$ cat src/rtl/pattern_detector.sv
// -----------------------------------------------------------------------------
// pattern_detector
//
// Programmable serial bit-pattern detector. A pattern of PAT_LEN bits is loaded
// at run time. Qualified serial bits are then shifted into a history register
// and compared against that pattern. A registered one-cycle pulse marks each
// match. Overlapping and non-overlapping matching are both supported, and a
// saturating counter keeps a running total of matches.
//
// Parameters
//   PAT_LEN      pattern length in bits (2..32)
//   CNT_W        width of the match counter
//
// Ports
//   clk          system clock, rising edge
//   rst          synchronous active-high reset
//   load         capture pattern_in and arm the detector
//   pattern_in   pattern; bit PAT_LEN-1 is the first bit expected on the stream
//   overlap      1 = overlapping matches, 0 = non-overlapping
//   i_valid      qualifies i
//   i            serial data bit
//   clear_count  zero the match counter (wins over a same-cycle increment)
//   armed        high once a pattern has been loaded
//   o            registered one-cycle match pulse
//   match_count  saturating match count
// -----------------------------------------------------------------------------
module pattern_detector #(
    parameter int PAT_LEN = 4,
    parameter int CNT_W   = 8
) (
    input  logic               clk,
    input  logic               rst,
    input  logic               load,
    input  logic [PAT_LEN-1:0] pattern_in,
    input  logic               overlap,
    input  logic               i_valid,
    input  logic               i,
    input  logic               clear_count,
    output logic               armed,
    output logic               o,
    output logic [CNT_W-1:0]   match_count
);

    localparam int FILL_W = $clog2(PAT_LEN + 1);
    localparam logic [FILL_W-1:0] FILL_FULL = FILL_W'(PAT_LEN);
    localparam logic [CNT_W-1:0]  CNT_MAX   = {CNT_W{1'b1}};

    typedef enum logic [0:0] {
        UNARMED = 1'b0,
        ARMED   = 1'b1
    } state_t;

    state_t               state_r, state_s;
    logic [PAT_LEN-1:0]   pat_r, pat_s;
    logic [PAT_LEN-1:0]   hist_r, hist_s;
    logic [FILL_W-1:0]    fill_r, fill_s;
    logic                 o_r, o_s;
    logic [CNT_W-1:0]     cnt_r, cnt_s;

    logic [PAT_LEN-1:0]   hist_n_s;
    logic [FILL_W-1:0]    fill_n_s;
    logic                 match_s;

    // Next-state, datapath and counter update logic.
    always_comb begin
        state_s  = state_r;
        pat_s    = pat_r;
        hist_s   = hist_r;
        fill_s   = fill_r;
        o_s      = 1'b0;
        cnt_s    = cnt_r;
        match_s  = 1'b0;
        // Candidate history/fill if the current bit is accepted; fill saturates
        // at PAT_LEN so it only tells us whether the window is full.
        hist_n_s = {hist_r[PAT_LEN-2:0], i};
        if (fill_r == FILL_FULL) begin
            fill_n_s = fill_r;
        end else begin
            fill_n_s = fill_r + {{(FILL_W-1){1'b0}}, 1'b1};
        end

        case (state_r)
            UNARMED: begin
                if (load) begin
                    state_s = ARMED;
                    pat_s   = pattern_in;
                    hist_s  = {PAT_LEN{1'b0}};
                    fill_s  = {FILL_W{1'b0}};
                end else begin
                    state_s = UNARMED;
                end
            end
            ARMED: begin
                // load wins over i_valid: the bit presented with load is dropped
                if (load) begin
                    pat_s  = pattern_in;
                    hist_s = {PAT_LEN{1'b0}};
                    fill_s = {FILL_W{1'b0}};
                end else if (i_valid) begin
                    hist_s  = hist_n_s;
                    match_s = (fill_n_s == FILL_FULL) && (hist_n_s == pat_r);
                    o_s     = match_s;
                    // Non-overlap: a match restarts the window so the next
                    // match needs PAT_LEN fresh bits.
                    if (match_s && !overlap) begin
                        fill_s = {FILL_W{1'b0}};
                    end else begin
                        fill_s = fill_n_s;
                    end
                end else begin
                    hist_s = hist_r;
                    fill_s = fill_r;
                end
            end
            default: begin
                state_s = UNARMED;
            end
        endcase

        if (clear_count) begin
            cnt_s = {CNT_W{1'b0}};
        end else if (match_s && (cnt_r != CNT_MAX)) begin
            cnt_s = cnt_r + {{(CNT_W-1){1'b0}}, 1'b1};
        end else begin
            cnt_s = cnt_r;
        end
    end

    // State and datapath registers with synchronous reset.
    always_ff @(posedge clk) begin
        if (rst) begin
            state_r <= UNARMED;
            pat_r   <= {PAT_LEN{1'b0}};
            hist_r  <= {PAT_LEN{1'b0}};
            fill_r  <= {FILL_W{1'b0}};
            o_r     <= 1'b0;
            cnt_r   <= {CNT_W{1'b0}};
        end else begin
            state_r <= state_s;
            pat_r   <= pat_s;
            hist_r  <= hist_s;
            fill_r  <= fill_s;
            o_r     <= o_s;
            cnt_r   <= cnt_s;
        end
    end

    assign armed       = (state_r == ARMED);
    assign o           = o_r;
    assign match_count = cnt_r;

endmodule

$ cat config.mk
export PLATFORM = sky130hd
export DESIGN_NAME = pattern_detector
export DESIGN_NICKNAME = d
export VERILOG_FILES = /design/src/rtl/pattern_detector.sv
export SDC_FILE = /design/constraint.sdc
export NUM_CORES = 1
export LEC_CHECK = 0
export CORE_ASPECT_RATIO = 0.75
export CORE_MARGIN = 1.5
export CORE_UTILIZATION = 31
export CTS_BUF_LIST = sky130_fd_sc_hd__clkbuf_4 sky130_fd_sc_hd__clkbuf_8 sky130_fd_sc_hd__clkbuf_16
export DETAILED_ROUTE_END_ITERATION = 12
export GPL_ROUTABILITY_DRIVEN = 0
export GPL_TIMING_DRIVEN = 1
export PLACE_DENSITY = 0.56
export REMOVE_ABC_BUFFERS = 1
export SYNTH_ARGS = -nofsm -noshare
export SYNTH_HDL_FRONTEND = slang
export SYNTH_SLANG_ARGS = --single-unit
$ cat constraint.sdc
create_clock -name clk -period 6.05 [get_ports clk]
set_input_delay 0.605 -clock clk [delete_from_list [all_inputs] [get_ports clk]]
set_output_delay 0.605 -clock clk [all_outputs]
set_load 0.01 [all_outputs]
==> metrics, run 1 <==
crit-path max FO=13; final hold violation count=0; final setup TNS=0 ps; Die ar.=0.00350 mm²; Slew Limit Fails=0; Netlist cell types=28; CP Class=primary input to flop; hold buffer count at cts=0; worst slack at placement=about 3100 ps; most frequent cells in the layout=20 x dfxtp_1, 20 x clkdlybuf4s50_1, 11 x nor2_1; Avg Cell Area, Syn=about 9 µm²; Leak Pwr=0.000449 µW; Worst Hold Path EP=armed$_SDFF_PP0_; Core ar.=approximately 0.0030 mm²; Critical Path RT=6240 ps; fill count=between 300 and 400; area delta synth->final=27.6%; Critical Path End Type=flop; vias in the first global route=735; vias per std cell=around 4.9; DR vias=812; final setup violation count=0; drt total wl=between 1.5 and 2 mm; final setup margin=3400 ps; clock skew=2.59 ps; sequential area share after synthesis=0.410; GRT Residual Overflow=0; initial antenna violation count=0; WP data arrival=2840 ps; HP Class=flop to flop; ANT nets after route=0; largest net degree at the start of global routing=15; drt pass-1 iters=4; clock sink count=20; fmax=between 300 and 400 MHz; number of max-cap violations=0; RSZ-0062 raised after global routing=no; die height=about 52 µm; Die W=~68 µm; Startpoint Class=primary input; Worst VDD drop=around 0.13 mV; warnings from Yosys=0; cell area after synthesis=approximately 980 µm²; clock buffer depth=2; r2r endpoint=match_count[5]$_SDFFE_PP0P_; H-Tree Depth=1; Resized cells post-CTS=0; Port Buffer Count=20; Clk pin slew, worst setup/hold paths=about 70 ps; CTS tree=built; Synth Register Bits=20; Post-Synthesis Cells=between 100 and 150; root buf cell=clkbuf_8; post-layout minimum cycle time=roughly 2600 ps; wire per inst=~12 µm; Post-CTS Setup Inserts=0; DP HPWL=~1.5 mm; result of the run=completed; share of cells above drive strength 1=0.0625; flop-to-flop setup slack=about 3700 ps; DR DRC count=0; Slew headroom=0.327; power per cell area=196 mW/mm²; cts bufs inserted=3; starting density of the core=0.328; first-pass GRT wire length=between 3 and 4 mm; r2r startpoint=fill_r[0]$_SDFFE_PP0P_; clk_lat worst skew=between 200 and 300 ps; initial DRC count=12; reg2reg path depth=7; Nets=about 140; n_diodes=0; Top Ports=21; Worst-Margin Slew=about 1000 ps; worst hold path stage count=2; hold_sp=armed$_SDFF_PP0_; # rows=17; fin crit share=0.438; Tot GR Track Use=0.124
critical path: stages:
cell             delay (ps)
clkdlybuf4s50_1         690
nor4_4                  440
nand3_1                 380
or4_1                   580
a21oi_1                 140
cell type report:
| class | instances | area, µm² | area share |
|---|---|---|---|
| multi-input combinational | 81 | 541 | 0.434 |
| inverter | 4 | 15.0 | 0.0121 |
| tap | 38 | 47.5 | 0.0382 |
| sequential | 20 | 400 | 0.322 |
| timing repair buffer | 20 | 200 | 0.161 |
| clock buffer | 3 | 41.3 | 0.0332 |
flip-flops by register name (all words and copies together) (netlist names):
signal       flops
pat_r            4
hist_r           3
match_count      8
armed            1
o                1
fill_r           3
cell families after synthesis:
| family | share of synthesized area |
|---|---|
| AO/OA/AOI/OAI | 0.118 |
| XOR/XNOR | 0.0449 |
| adder cells (fa/ha/maj) | 0.0385 |
| buffers and inverters | 0.0359 |
| flip-flops | 0.410 |
| multiplexers | 0.0821 |
| AND/OR/NAND/NOR | 0.271 |
report_power, final:
group	internal, µW	switching [µW]	leakage, µW
logic	11.6	9.91	0.000265
registers	134	1.74	0.000162
clock network	44.3	41.9	0.0000216
stage by stage:
step	hold slack, ps	instance area [µm²]	cells	total power [µW]	utilization
2_1_floorplan	480	956	105	148	-
3_3_place_gp	481	1200	163	160	0.404
3_5_place_dp	482	1200	163	161	0.404
4_1_cts	494	1240	166	247	0.418
5_1_grt	532	1240	166	257	0.418
6_report	490	1240	166	244	0.418
worst max path at each step:
| stage | slack [ps] | from | cells after the start | end |
|---|---|---|---|---|
| floorplan | 3990 | fill_r[0]$_SDFFE_PP0P_ | 7 | match_count[5]$_SDFFE_PP0P_ |
| detailed placement | 3140 | load | 5 | match_count[5]$_SDFFE_PP0P_ |
| finish | 3400 | load | 5 | match_count[5]$_SDFFE_PP0P_ |
| CTS | 3400 | load | 5 | match_count[5]$_SDFFE_PP0P_ |
| global placement | 3210 | load | 5 | match_count[5]$_SDFFE_PP0P_ |
| global route | 3250 | load | 5 | match_count[5]$_SDFFE_PP0P_ |
Yosys cell counts (all sizes together):
cell / instances / area [µm²]
nand2: 8 / 30.0
nor2: 11 / 41.3
dfxtp: 20 / 400
nand3b: 2 / 15.0
a211oi: 2 / 20.0
nor3: 9 / 45.0
o31ai: 4 / 30.0
nand4: 1 / 6.26
mux2i: 8 / 80.1
o211ai: 2 / 15.0
or4: 5 / 37.5
o21ai: 3 / 15.0
and3b: 1 / 8.76
clkbuf: 2 / 7.51
or3b: 1 / 8.76
xor2: 4 / 35.0
a21bo: 1 / 10.0
nand3: 5 / 25.0
nor4: 1 / 21.3
buf: 3 / 12.5
ha: 3 / 37.5
or3: 2 / 12.5
a21oi: 5 / 25.0
xnor2: 1 / 8.76
inv: 4 / 15.0
or2: 2 / 12.5
per-layer routing:
metal,GRT usage,part of all wire
met1,0.154,0.48
met2,0.190,0.45
met3,0.0476,0.053
met4,0.0533,0.014
met5,0,0
Note: power is estimated with default switching activity, not from simulation.
==> inputs of run 2 (changes only) <==
--- a/config.mk
+++ b/config.mk
@@ -12,7 +12,7 @@
 export DETAILED_ROUTE_END_ITERATION = 12
 export GPL_ROUTABILITY_DRIVEN = 0
 export GPL_TIMING_DRIVEN = 1
-export PLACE_DENSITY = 0.56
+export PLACE_DENSITY = 0.58
 export REMOVE_ABC_BUFFERS = 1
 export SYNTH_ARGS = -nofsm -noshare
 export SYNTH_HDL_FRONTEND = slang
==> constraint.sdc (replaced) <==
create_clock -name clk -period 2.35 [get_ports clk]
set_input_delay 0.235 -clock clk [delete_from_list [all_inputs] [get_ports clk]]
set_output_delay 0.235 -clock clk [all_outputs]
set_load 0.01 [all_outputs]
==> run 2 against run 1 <==
Cell area rose by 6.0%. Global-route usage is 1.7 points higher. Routed wire length increased by 8.7%. Utilization up 2.5 points. Sequential share of layout area fell by 1.8 points. Sequential power rose to 2.6 times the previous value. Sequential cell count stayed put. First-iteration DRC count increased by 110%. Setup slack worse by 3200 ps. Combinational power rose to 2.8 times the previous value. Cell count increased by 4.2%. Critical path type is now flop to flop. Largest cell class unchanged.
==> metrics, run 2 (synthesized netlist as in run 1, its figures left out) <==
Core ar.=0.00298 mm² (unchanged); Slew Limit Fails=0 (unchanged); drt total wl=2.09 mm (+8.7%); met2 Resource Use GR=0.199 (+0.00980); Startpoint Class=flop; root buf cell=clkbuf_8; final setup violation count=0 (unchanged); Die ar.=0.00350 mm² (unchanged); Slew headroom=0.781 (+0.454); clock buffer depth=2 (unchanged); hold_sp=armed$_SDFF_PP0_; # rows=17 (unchanged); HP Class=flop to flop; max FFs per register=8 (unchanged); Critical Path RT=2540 ps (-3700 ps); CP Class=flop to flop; vias per std cell=4.98 (+1.7%); CTS tree=built; worst hold path stage count=2 (unchanged); fmax=~470 MHz; combinational fraction of design power=0.080 (-0.009); power per cell area=575 mW/mm² (+190%); fin crit share=0.908; DP HPWL=1.58 mm (+8.4%); most frequent cells in the layout=20 x dfxtp_1, 20 x clkdlybuf4s50_1, 11 x nor2_1; met3 GRT Util=0.0476 (unchanged); share of power burned in registers=0.460 (-0.097); area delta synth->final=35.3%; final setup TNS=0 ps (unchanged); Worst-Margin Slew=325 ps (-676 ps); H-Tree Depth=1 (unchanged); Post-CTS Setup Inserts=0 (unchanged); number of max-cap violations=0 (unchanged); Tot GR Track Use=0.140 (+0.0169); Die W=67.8 µm (unchanged); Top Ports=21 (unchanged); P_int=606 µW (+220%); reg2reg path depth=8 (+1); share of cells above drive strength 1=0.111 (+0.0486); n_diodes=0 (unchanged); switching share of power=0.203 (-0.0172); result of the run=completed; largest net degree at the start of global routing=14 (-1); placed cell area=0.00125 mm² (+3.7%); initial DRC count=25 (+13); starting density of the core=0.328 (unchanged); vias in the first global route=791 (+7.6%); hold buffer count at cts=0 (unchanged); r2r startpoint=fill_r[0]$_SDFFE_PP0P_; Most Used Layer, Global Route=met1; die height=51.6 µm (unchanged); RSZ-0062 raised after global routing=no; Worst Hold Path EP=armed$_SDFF_PP0_; drt pass-1 iters=4 (unchanged); Worst VDD drop=0.262 mV (+100%); clock skew=4.58 ps (+1.99 ps); cts bufs inserted=3 (unchanged); Final Instance Area=0.00132 mm² (+6.0%); initial antenna violation count=0 (unchanged); crit-path max FO=7 (-6); Port Buffer Count=20 (unchanged); Clk pin slew, worst setup/hold paths=80 ps (about the same); clk_lat worst skew=260 ps (about the same); switching power=154 µW (+190%); wire per inst=12.1 µm (+4.3%); GRT Residual Overflow=0 (unchanged); ANT nets after route=0 (unchanged); final hold violation count=0 (unchanged); DR vias=861 (+6.0%); clock sink count=20 (unchanged); flop-to-flop setup slack=220 ps (-3460 ps); DR DRC count=0 (unchanged); clock power share=0.460 (+0.106); Resized cells post-CTS=0 (unchanged); met1 Resource Use GR=0.202 (+0.0479); Critical Path End Type=flop; post-layout minimum cycle time=2130 ps; WP data arrival=2330 ps (-510 ps); fill count=317 (+0.32%); first-pass GRT wire length=3.66 mm (+14%); Leak Pwr=0.000490 µW (+9.3%); r2r endpoint=match_count[2]$_SDFFE_PP0P_; Nets=150 (+4.2%)
==> run 2: final cells by class <==
class	instances	area (µm²)	area share
timing repair buffer	26	245	0.186
clock buffer	3	41.3	0.0313
clock inverter	1	30.0	0.0227
multi-input combinational	81	541	0.409
sequential	20	400	0.303
tap	38	47.5	0.0360
inverter	4	15.0	0.0114
==> run 2: critical path: stages (launching register included) <==
cell and delay, ps:
dfxtp_1 400, inv_1 70, ha_1 230, a21bo_2 230, a211oi_2 250, nand3_1 210
buf_4 220, or4_1 390, o21ai_0 80
==> run 2: worst max-delay path by stage <==
stage | cells past startpoint | slack [ps] | from | end
global placement | 8 | 300 | fill_r[0]$_SDFFE_PP0P_ | match_count[2]$_SDFFE_PP0P_
CTS | 8 | 230 | fill_r[0]$_SDFFE_PP0P_ | match_count[2]$_SDFFE_PP0P_
global route | 8 | 40 | fill_r[0]$_SDFFE_PP0P_ | match_count[2]$_SDFFE_PP0P_
finish | 8 | 220 | fill_r[0]$_SDFFE_PP0P_ | match_count[2]$_SDFFE_PP0P_
detailed placement | 7 | 260 | fill_r[0]$_SDFFE_PP0P_ | match_count[4]$_SDFFE_PP0P_
floorplan | 7 | 290 | fill_r[0]$_SDFFE_PP0P_ | match_count[5]$_SDFFE_PP0P_
==> run 2: power groups by stage <==
stage,logic [µW],clock network (µW),registers (µW)
after floorplan,24.8,0,357
after global placement,59.9,0,357
after detailed placement,61.0,0,357
after CTS,61.4,357,349
after global routing,66.2,374,350
final,60.5,349,349
==> run 2: through the flow <==
step / util / setup WS, ps / hold WS [ps] / power [µW] / cells
2_1_floorplan: - / 293 / 304 / 382 / 105
3_3_place_gp: 0.419 / 302 / 478 / 417 / 169
3_5_place_dp: 0.419 / 264 / 476 / 418 / 169
4_1_cts: 0.443 / 234 / 492 / 768 / 173
5_1_grt: 0.443 / 42.7 / 522 / 791 / 173
6_report: 0.443 / 216 / 489 / 759 / 173
==> run 2: metal layers <==
layer	wire, µm	share of wire	up-vias
met5	0	0	-
met4	8	0.0038	0
met3	98	0.047	3
met2	878	0.42	15
met1	1110	0.53	399
li1	-	-	444
